## config.mk

```make
export PLATFORM = sky130hd
export DESIGN_NAME = csync_separator
export DESIGN_NICKNAME = d
export VERILOG_FILES = /design/src/rtl/csync_separator.sv
export SDC_FILE = /design/constraint.sdc
export NUM_CORES = 1
export LEC_CHECK = 0
export CORE_MARGIN = 5
export CORE_UTILIZATION = 58
export CTS_CLUSTER_DIAMETER = 100
export DETAILED_ROUTE_END_ITERATION = 10
export PLACE_DENSITY = 0.91
export SETUP_SLACK_MARGIN = 0.1
export SYNTH_ARGS = -nofsm -noshare
export SYNTH_HDL_FRONTEND = slang
export SYNTH_SLANG_ARGS = --single-unit
```

## constraint.sdc

```tcl
create_clock -name sysClk -period 3.2 [get_ports sysClk]
set_clock_uncertainty 0.05 [all_clocks]
set_input_delay 0.32 -clock sysClk [delete_from_list [all_inputs] [get_ports sysClk]]
set_output_delay 0.32 -clock sysClk [all_outputs]
set_load 0.005 [all_outputs]
```

## src/rtl/csync_separator.sv

```systemverilog
// csync_separator: recovers line sync, field sync and field parity from an
// active-low composite sync input, running on the 6x pixel clock.
// Each low pulse is measured and classified as equalising (SHORT), line
// sync (NORMAL), field/broad (BROAD) or INVALID. A run of broad pulses
// produces field sync, and a small FSM tracks lock.
// Optional build macro: CSYNC_GLITCH_FILTER_EN adds an 8-cycle stability
// filter after the synchroniser, so pulses shorter than 8 cycles are dropped.
module csync_separator #(
  parameter int CNT_W          = 13,
  parameter int SHORT_MAX      = 285,
  parameter int NORMAL_MAX     = 760,
  parameter int BROAD_MIN      = 1500,
  parameter int HALF_LINE_MAX  = 3900,
  parameter int TIMEOUT_CYCLES = 8000,
  parameter int BROAD_COUNT    = 3,
  parameter int MAX_LINES      = 320
) (
  input  logic             sysClk,
  input  logic             reset,
  input  logic             csync_in,
  output logic             hsync_pulse,
  output logic             vsync_pulse,
  output logic             field,
  output logic [9:0]       line_count,
  output logic             locked,
  output logic [CNT_W-1:0] pulse_width
);

  localparam int RUN_W = $clog2(BROAD_COUNT + 1);

  // Thresholds cast to the counter width so every compare is width-matched.
  localparam logic [CNT_W-1:0] SHORT_LIM   = CNT_W'(SHORT_MAX);
  localparam logic [CNT_W-1:0] NORMAL_LIM  = CNT_W'(NORMAL_MAX);
  localparam logic [CNT_W-1:0] BROAD_LIM   = CNT_W'(BROAD_MIN);
  localparam logic [CNT_W-1:0] HALF_LIM    = CNT_W'(HALF_LINE_MAX);
  localparam logic [CNT_W-1:0] TIMEOUT_LIM = CNT_W'(TIMEOUT_CYCLES);
  localparam logic [9:0]       LINES_LIM   = 10'(MAX_LINES);
  localparam logic [RUN_W-1:0] RUN_FULL    = RUN_W'(BROAD_COUNT);
  localparam logic [RUN_W-1:0] RUN_LAST    = RUN_W'(BROAD_COUNT - 1);

  typedef enum logic {SEARCH, LOCKED} state_t;
  typedef enum logic [1:0] {PC_SHORT, PC_NORMAL, PC_BROAD, PC_INVALID} pulse_class_t;

  state_t       state, next_state;
  pulse_class_t pclass;

  logic             cs_meta, cs_sync, cs_s, cs_prev;
  logic             fall, rise, rise_q, armed, classify;
  logic [CNT_W-1:0] width_cnt, interval_cnt, last_interval;
  logic [CNT_W-1:0] first_broad_interval, first_iv_now;
  logic [RUN_W-1:0] broad_run;

  // Two-flop synchroniser for the asynchronous csync input.
  // NOTE: the synchroniser resets low so that a line held low through reset
  // produces no falling edge after release; the partial pulse is never seen.
  always_ff @(posedge sysClk or posedge reset) begin
    if (reset) begin
      cs_meta <= 1'b0;
      cs_sync <= 1'b0;
    end else begin
      // NOTE: sequential state always uses non-blocking assignments so every
      // flop samples the pre-edge value of its neighbours.
      cs_meta <= csync_in;
      cs_sync <= cs_meta;
    end
  end

`ifdef CSYNC_GLITCH_FILTER_EN
  logic [2:0] stable_cnt;

  // Stability filter: cs_s follows cs_sync only after 8 identical cycles.
  always_ff @(posedge sysClk or posedge reset) begin
    if (reset) begin
      cs_s       <= 1'b0;
      stable_cnt <= 3'd0;
    end else if (cs_sync == cs_s) begin
      stable_cnt <= 3'd0;
    end else if (stable_cnt == 3'd7) begin
      cs_s       <= cs_sync;
      stable_cnt <= 3'd0;
    end else begin
      stable_cnt <= stable_cnt + 3'd1;
    end
  end
`else
  assign cs_s = cs_sync;
`endif

  assign fall     = cs_prev & ~cs_s;
  assign rise     = ~cs_prev & cs_s;
  assign classify = rise_q & armed;

  // Edge stage: previous cs_s value and the registered rising-edge strobe.
  always_ff @(posedge sysClk or posedge reset) begin
    if (reset) begin
      cs_prev <= 1'b0;
      rise_q  <= 1'b0;
    end else begin
      cs_prev <= cs_s;
      rise_q  <= rise;
    end
  end

  // Width and interval counters, both saturating. The fall cycle is itself
  // the first low cycle, so the width counter restarts at one.
  always_ff @(posedge sysClk or posedge reset) begin
    if (reset) begin
      width_cnt     <= '0;
      interval_cnt  <= '0;
      last_interval <= '0;
      armed         <= 1'b0;
    end else begin
      if (fall) begin
        width_cnt <= CNT_W'(1);
      end else if (!cs_s && width_cnt != '1) begin
        width_cnt <= width_cnt + CNT_W'(1);
      end

      if (fall) begin
        interval_cnt  <= '0;
        last_interval <= interval_cnt;
      end else if (interval_cnt != '1) begin
        interval_cnt <= interval_cnt + CNT_W'(1);
      end

      // A rising edge is only meaningful if its falling edge was seen.
      if (fall) begin
        armed <= 1'b1;
      end else if (rise_q) begin
        armed <= 1'b0;
      end
    end
  end

  // Width classification of the pulse that just ended.
  always_comb begin
    // NOTE: default first so every path assigns pclass and no latch forms.
    pclass = PC_INVALID;
    if (width_cnt <= SHORT_LIM) begin
      pclass = PC_SHORT;
    end else if (width_cnt <= NORMAL_LIM) begin
      pclass = PC_NORMAL;
    end else if (width_cnt >= BROAD_LIM) begin
      pclass = PC_BROAD;
    end
  end

  // When the first broad pulse of a run is also the last one needed, its
  // interval has not been captured yet, so use it directly.
  assign first_iv_now = (broad_run == '0) ? last_interval : first_broad_interval;

  // Output events, line counting and the broad-pulse run.
  always_ff @(posedge sysClk or posedge reset) begin
    if (reset) begin
      hsync_pulse          <= 1'b0;
      vsync_pulse          <= 1'b0;
      field                <= 1'b0;
      line_count           <= '0;
      pulse_width          <= '0;
      broad_run            <= '0;
      first_broad_interval <= '0;
    end else begin
      hsync_pulse <= 1'b0;
      vsync_pulse <= 1'b0;
      if (classify) begin
        pulse_width <= width_cnt;
        case (pclass)
          PC_NORMAL: begin
            hsync_pulse <= 1'b1;
            broad_run   <= '0;
            if (line_count != '1) begin
              line_count <= line_count + 10'd1;
            end
          end
          PC_BROAD: begin
            if (broad_run == '0) begin
              first_broad_interval <= last_interval;
            end
            if (broad_run != RUN_FULL) begin
              broad_run <= broad_run + RUN_W'(1);
              if (broad_run == RUN_LAST) begin
                vsync_pulse <= 1'b1;
                line_count  <= '0;
                field       <= (first_iv_now <= HALF_LIM);
              end
            end
          end
          default: begin
            broad_run <= '0;
          end
        endcase
      end
    end
  end

  // Lock state register.
  always_ff @(posedge sysClk or posedge reset) begin
    if (reset) begin
      state <= SEARCH;
    end else begin
      state <= next_state;
    end
  end

  // Lock next-state: gain on field sync, lose on timeout or too many lines.
  always_comb begin
    next_state = state;
    case (state)
      SEARCH: begin
        if (vsync_pulse) begin
          next_state = LOCKED;
        end
      end
      LOCKED: begin
        if (interval_cnt >= TIMEOUT_LIM || line_count > LINES_LIM) begin
          next_state = SEARCH;
        end
      end
      default: next_state = SEARCH;
    endcase
  end

  assign locked = (state == LOCKED);

endmodule

```

---- Yosys cells after proc, flatten, opt, wreduce, memory -nomap -nowiden ----
Cells that the tools add are included.
storage, ports and cells
  bits in registers ....................... 86
  output and inout port bits .............. 27
  logic and storage cells ................. 79
cells by class
  add/sub/neg operators ................... 4
  $lt $le $gt $ge ......................... 6
  equality and inequality tests ........... 10
  muxes and demuxes ....................... 25
  bitwise operators ....................... 6
  reduce and logical (&&, ||, !) cells .... 12
operators with widths
  cell                     count
  $mux W13                 5
  $mux W10                 3
  $add A13 B1 Y13 const B  2
  $ne A13 B13 Y1 const B   2
  $pmux W10 S2             1
  $ge A13 B11 Y1 const B   1
  $ge A13 B13 Y1 const B   1
  $le A13 B10 Y1 const B   1
  $le A13 B12 Y1 const B   1
  $le A13 B9 Y1 const B    1
  $mux W1                  11
  $add A10 B1 Y10 const B  1
  $gt A10 B9 Y1 const B    1
  $ne A10 B10 Y1 const B   1
  $mux W2                  4
  $ne A2 B2 Y1 const B     4
  $reduce_bool A2 Y1       4
  $reduce_and A5 Y1        1
  $eq A2 B2 Y1 const B     2
  $reduce_and A2 Y1        2
  $reduce_and A4 Y1        1
  $and A1 B1 Y1            3
  $not A1 Y1               3
  $add A2 B1 Y2 const B    1
  other kinds (6)          6

---- Depth between registers and ports, before layout ----
Gate-level depths: netlist of the first run.
  depth in word-level cells ............... 7
  mapped depth ............................ 8
  depth with buffers taken out ............ 8

---- Worst setup path before layout of the first run ----
No wires, ideal clock.
  kind .................................... register to register
  start ................................... register width_cnt[5]
  end ..................................... register line_count[3]
  setup time .............................. 0.126 ns
  arrival time ............................ 1.881 ns
  setup slack ............................. 1.143 ns
  stages on the path, launching flop included .. 7
  path buffers ............................ 1
  clock period less this slack ............ 2.057 ns
  cells stage by stage .................... dfrtp_1 buf_6 nand4b_1 o211a_1 or4_4 a21boi_4 a221o_1
on the way
  word-level cells in the longest chain between the ends .. 7
ends and longest elaborated chain
  element                                                                     line  source
  start: declaration                                                          49    logic [CNT_W-1:0] width_cnt, interval_cnt, last_interval;
  start signal: assignment                                                    116   width_cnt <= width_cnt + CNT_W'(1);
  $ge A13 B11 Y1                                                              143   end else if (width_cnt >= BROAD_LIM) begin
  $mux W1                                                                     143
  $mux W2                                                                     141   end else if (width_cnt <= NORMAL_LIM) begin
  $mux W2 (*)                                                                 139   if (width_cnt <= SHORT_LIM) begin
  $eq A2 B2 Y1 / $eq A2 B1 Y1 (equally long branches)                         167   case (pclass)
  $ne A2 B2 Y1 (no source line) / $reduce_bool A2 Y1 (equally long branches)  -
  $reduce_and A5 Y1 (no source line)                                          -
  end signal: assignment                                                      172   line_count <= line_count + 10'd1;
  end: declaration                                                            24    output logic [9:0] line_count,
Every way passes the cells marked *; elsewhere a longest branch is shown, timed or not.
A chain may end at the register's enable or synchronous reset.

---- Worst setup path after layout of the first run ----
  start ................................... register width_cnt[9]
  end ..................................... register first_broad_interval[10]
on the way
  word-level cells in the longest chain between the ends .. 6
ends and longest elaborated chain
  element                                 line  source
  $ge A13 B11 Y1                          143
  $mux W1                                 143
  $mux W2                                 141
  $mux W2 (*)                             139
  $eq A2 B2 Y1 (*)                        167
  $reduce_and A2 Y1 (no source line) (*)  -
  end signal: assignment                  177   first_broad_interval <= last_interval;
  end: declaration                        50    logic [CNT_W-1:0] first_broad_interval, first_iv_now;
Marked as above.

==> results of run 1 <==
-- power by group --
| group | internal (mW) | switching (mW) | leakage, nW |
|---|---|---|---|
| sequential | 1.15 | 0.0676 | 1.17 |
| combinational | 0.0854 | 0.120 | 0.785 |
| clock | 0.403 | 0.371 | 0.0996 |
-- cells by family after synthesis --
group | count (synthesis) | synth area share [%]
adders and majority gates | 11 | 3.33
DFF | 86 | 52.0
AOI/OAI and AO/OA | 75 | 12.8
xor gates and xnor gates | 20 | 4.23
muxes | 23 | 6.23
and+or+nand+nor | 141 | 16.4
buffers and inverters | 44 | 4.99
-- final timing paths --
check | startpoint | to | slack, ps | cells after the start
setup / recovery | width_cnt[9] | first_broad_interval[10] | 610 | 5
hold / removal | cs_meta | cs_s | 310 | 0
setup reg to reg | width_cnt[9] | first_broad_interval[10] | 610 | 5
hold reg to reg | cs_meta | cs_s | 310 | 0
max in group asynchronous | reset | width_cnt[9] | 2090 | 3
min in group asynchronous | reset | vsync_pulse | 330 | 2
-- flip-flops by register name, summed over array words and instances, names as in the netlist --
register,flops
armed,1
broad_run,2
cs_meta,1
cs_prev,1
cs_s,1
field,1
first_broad_interval,13
hsync_pulse,1
interval_cnt,13
last_interval,13
line_count,10
locked,1
pulse_width,13
rise_q,1
vsync_pulse,1
width_cnt,13
-- synthesized netlist by cell type (all sizes together), types with 9 or more instances --
library cell,instances,share of area (%)
nand3,15,1.8
o21ai,24,2.9
inv,24,2.2
nand2,51,4.6
a31oi,9,1.4
nor2,29,2.6
dfrtp,86,52
buf,11,2.0
a21oi,9,1.1
xnor2,20,4.2
mux2,22,6.0
nor3,9,1.1
ha,11,3.3
-- worst max-delay path: stages (launching register included) --
cell and delay, ps:
dfrtp_1 500, nand4b_1 250, o211a_1 290, nor2_1 300, nand4_1 600, mux2_2 500
-- metrics by stage --
stage                     setup WS [ps]  instances
after CTS                           627        526
after floorplan                     608        400
final                               606        526
after global placement              810        510
after detailed placement            692        510
after global routing                416        526
-- metal layers --
| layer | GRT usage (%) | routed length, microns |
|---|---|---|
| met5 | 0 | 0 |
| met4 | 9.50 | 99 |
| met3 | 2.71 | 384 |
| met2 | 30.7 | 3910 |
| met1 | 27.7 | 3750 |
-- final cells by class --
cell class	count	area, sq um
Clock buffer	13	159
Clock inverter	3	42.5
Fill cell	492	2190
Inverter	25	96.3
Multi-Input combinational cell	270	1780
Sequential cell	86	2150
Tap cell	96	120
Timing Repair Buffer	33	333
==> out/metrics.yaml, run 1 <==
power:
  total_power_mw: 2.20
  power_density_mw_per_mm2: 469
  p_leak_nw: 2.06
  vdd_drop_max_mv: 0.316
clocking:
  clockRootBuffer: "clkbuf_8"
  cts_sinks: 86
  cts_made_buffers: 9
  ctsResizeCount: 0
  cts_max_level: 3
  insertion_delay_ps: 350
  cts_tree: "built"
  cts_hold_buffers: 0
  cts_buffer_depth: 2
  cts_setup_buffers: 0
  clk_pin_slew_worst_paths_ps: 80
synth:
  ys.flop_type: "dfrtp_1"
  synth.avg_cell_area_sq_um: 10.3
  synth-edff-count: 0
  synth_nets: 414
  ys_seq_elements: 86
  netlist_area_sq_mm: 0.00414
  synth_async_sr_flop_share_pct: 100
  yosys_warnings: 0
  ys_types: 50
  synthCells: 400
  synth-seq-area-share_pct: 52.0
floorplan:
  coreArea_sq_mm: 0.00687
  placementRows: 30
  fp.dieH_microns: 94.5
  top_level_ports: 30
  dieArea_sq_mm: 0.00892
  start_util_pct: 60.2
  die_x_microns: 94.5
worst_setup_path:
  required_ps: 3390
  worst-path-max-fanout: 13
  cp.arrival_ps: 2780
  cp-start-kind: "flip-flop"
  crit_type: "reg -> reg"
  cp-end-kind: "flip-flop"
placed_design:
  port_buffers: 29
  place.gp.congestion: 0.905
  dpl-instance-area_sq_mm: 0.00448
  dpl.hpwl_mm: 5.54
drt:
  wl_per_cell_microns: 15.5
  route.vias.total: 3059
  via_per_inst: 5.82
  drc: 0
  ant_nets: 0
  dr.first_iter.drc_count: 220
  routed_wl_mm: 8.14
  firstDrtPassIters: 4
timing:
  fmax_mhz: 386
  rsz0062_at_grt: "no"
  setup_viol: 0
  timing.final.crit_period_ps: 2590
  hold_ws_ps: 310
  tightestPinTransition_ps: 843
  relSlewSlack_pct: 43.2
  finalHoldViolations: 0
  slew_violations: 0
  min_period_over_period_pct: 81.1
  fin_setup_tns_ps: 0
run:
  max_cap_violations: 0
grt:
  grt-ovfl-total: 0
  grt_pass1_vias: 2975
  grt_first_pass_wirelength_mm: 14.1
  antenna_found_initial: 0
  grt_use_total_pct: 19.8
  grt_max_degree: 46
layout:
  final_nets: 439
  final_cell_mix: "dfrtp_1 (86), nand2_1 (51), nor2_1 (29), clkdlybuf4s50_1 (29)"
  final_common_cell: "dfrtp_1"
  final_util_pct: 68.1
  drive_gt1_share_pct: 11.6
  diodes: 0
  final_area_sq_mm: 0.00468
  syn_to_final_growth_pct: 13.2
min_path:
  worst_hold_path_type: "reg -> reg"
outcome:
  status: "completed"
Note: power is estimated with default switching activity, not from simulation.
==> run 2: changes to the inputs <==
- CORE_UTILIZATION: 58 -> 53
- PLACE_DENSITY: 0.91 -> 0.88
- clock period: 3.2 -> 2.25 ns (I/O delays scaled with it)
==> run 2 against run 1 <==
Compared with the run above:
- sequential power grew 42%
- fmax grew 25%
- routed wire length grew 4.5%
- register-to-register slack lost 430 ps
- worst setup slack lost 430 ps
==> out/metrics.yaml, run 2 (synthesis gave the netlist of run 1 again) <==
outcome:
  status: "completed"  # unchanged
clocking:
  insertion_delay_ps: 360  # was 350 ps
  clk_pin_slew_worst_paths_ps: 80  # about the same
  cts_hold_buffers: 0  # unchanged
  cts_tree: "built"  # unchanged
  cts_made_buffers: 9  # unchanged
  cts_max_level: 3  # unchanged
  cts_sinks: 86  # unchanged
  clockRootBuffer: "clkbuf_8"  # unchanged
  cts_buffer_depth: 2  # unchanged
worst_setup_path:
  cp.arrival_ps: 2310  # was 2780 ps
  max_stage_delay_ps: 440  # was 600 ps
  cp-start-kind: "flip-flop"  # unchanged
  cp_slowest_cell: "dfrtp_2"  # was nand4_1
  worst-r2r-cell-count: 5  # unchanged
  crit_type: "reg -> reg"  # unchanged
  path_delay_family: "simple AND/OR/NAND/NOR gates"  # unchanged
  cp-end-kind: "flip-flop"  # unchanged
  path_buf_inv: 0  # unchanged
  required_ps: 2480  # was 3390 ps
  crit_chain: "nand4b_1 -> o211ai_1 -> nand2_1 -> nor3b_1 -> mux2i_1"  # was nand4b_1 -> o211a_1 -> nor2_1 -> nand4_1 -> mux2_2
  cp_num_cells: 5  # unchanged
  worst-path-max-fanout: 9  # was 13
floorplan:
  start_util_pct: 54.1  # was 60.2%
  top_level_ports: 30  # unchanged
  placementRows: 32  # was 30
  fp.dieH_microns: 98.3  # was 94.5 microns
  coreArea_sq_mm: 0.00765  # was 0.00687 sq mm
  die_x_microns: 98.3  # was 94.5 microns
  dieArea_sq_mm: 0.00967  # was 0.00892 sq mm
timing:
  timing.final.crit_period_ps: 2080  # was 2590 ps
  tightestPinTransition_ps: 640  # was 843 ps
  slew_violations: 0  # unchanged
  min_period_over_period_pct: 92.3  # was 81.1%
  fmax_mhz: 482  # was 386 MHz
  setup_viol: 0  # unchanged
  fin_setup_tns_ps: 0  # unchanged
  rsz0062_at_grt: "no"  # unchanged
  finalHoldViolations: 0  # unchanged
  setup_slack_ps: 174  # was 606 ps
  relSlewSlack_pct: 57.2  # was 43.2%
placed_design:
  dpl.hpwl_mm: 6.00  # was 5.54 mm
  post-place-ws_ps: 26.5  # was 692 ps
  dpl-instance-area_sq_mm: 0.00461  # was 0.00448 sq mm
  port_buffers: 29  # unchanged
  place.gp.congestion: 0.858  # was 0.905
  placed_cells_incl_taps: 531  # was 510
layout:
  syn_to_final_growth_pct: 18.1  # was 13.2%
  diodes: 0  # unchanged
  final_common_cell: "dfrtp_1"  # unchanged
  final_cell_mix: "dfrtp_1 (80), nand2_1 (51), nor2_1 (29), clkdlybuf4s50_1 (29)"  # was dfrtp_1 (86), nand2_1 (51), nor2_1 (29), clkdlybuf4s50_1 (29)
  stdcell_count: 551  # was 526
  drive_gt1_share_pct: 18.3  # was 11.6%
  final_nets: 459  # was 439
  final_area_sq_mm: 0.00489  # was 0.00468 sq mm
drt:
  ant_nets: 0  # unchanged
  routed_wl_mm: 8.50  # was 8.14 mm
  dr.first_iter.drc_count: 151  # was 220
  firstDrtPassIters: 4  # unchanged
  via_per_inst: 5.70  # was 5.82
  drc: 0  # unchanged
  route.vias.total: 3138  # was 3,059
  wl_per_cell_microns: 15.4  # was 15.5 microns
grt:
  grt-ovfl-total: 0  # unchanged
  antenna_found_initial: 0  # unchanged
  grt_pass1_vias: 3204  # was 2,975
  grt_max_degree: 40  # was 46
  grt_first_pass_wirelength_mm: 14.6  # was 14.1 mm
  grt_use_total_pct: 18.4  # was 19.8%
power:
  power_density_mw_per_mm2: 621  # was 469 mW/mm^2
  vdd_drop_max_mv: 0.299  # was 0.316 mV
  total_power_mw: 3.04  # was 2.20 mW
  p_leak_nw: 2.15  # was 2.06 nW
run:
  max_cap_violations: 0  # unchanged
min_path:
  worst_hold_path_type: "in -> async"  # was reg -> reg
## run 2: cell count changes in the layout (fill, tap and decap cells not counted), sizes merged
cell and change:
bufinv -1, clkbuf -2, buf +20, clkinvlp +1, inv +1
## run 2: layout make-up
cell class,count,area [sq um]
fill,566,2760
sequential,86,2160
multi-input combinational,270,1830
timing repair buffer,53,495
clock buffer,11,151
tap,102,128
inverter,25,100
clock inverter,4,22.5
## run 2: report_power, final
group	internal, mW	switching, mW	total [mW]
clock	0.450	0.531	0.980
sequential	1.64	0.0973	1.73
combinational	0.139	0.184	0.323
## run 2: metrics by stage
step | hold slack, ps | utilization [%]
3_5_place_dp | 298 | 60.3
4_1_cts | 226 | 62.7
3_3_place_gp | 283 | 60.3
2_1_floorplan | 206 | -
6_report | 222 | 63.9
5_1_grt | 231 | 63.9
## run 2: layer usage
| metal | vias up | GRT usage [%] | part of all wire, % | wire (microns) |
|---|---|---|---|---|
| met5 | - | 0 | 0 | 0 |
| met4 | 0 | 6.51 | 1.7 | 148 |
| met3 | 15 | 4.00 | 4.0 | 340 |
| met2 | 72 | 30.7 | 49 | 4170 |
| met1 | 1555 | 23.6 | 45 | 3840 |
| li1 | 1496 | - | - | - |
## run 2: what timing repair did
action                     in CTS  in global routing
setup endpoints to repair       8                 10
buffers inserted                0                  5
resized for setup               1                 15
pin swaps                       0                  3
## run 2: final timing paths
check | from | endpoint | slack, ps
setup / recovery | width_cnt[7] | field | 170
hold / removal | reset | pulse_width[5] | 220
setup reg to reg | width_cnt[7] | field | 170
hold reg to reg | cs_meta | cs_s | 310
max in group asynchronous | reset | width_cnt[2] | 1350
min in group sysClk | csync_in | cs_meta | 250
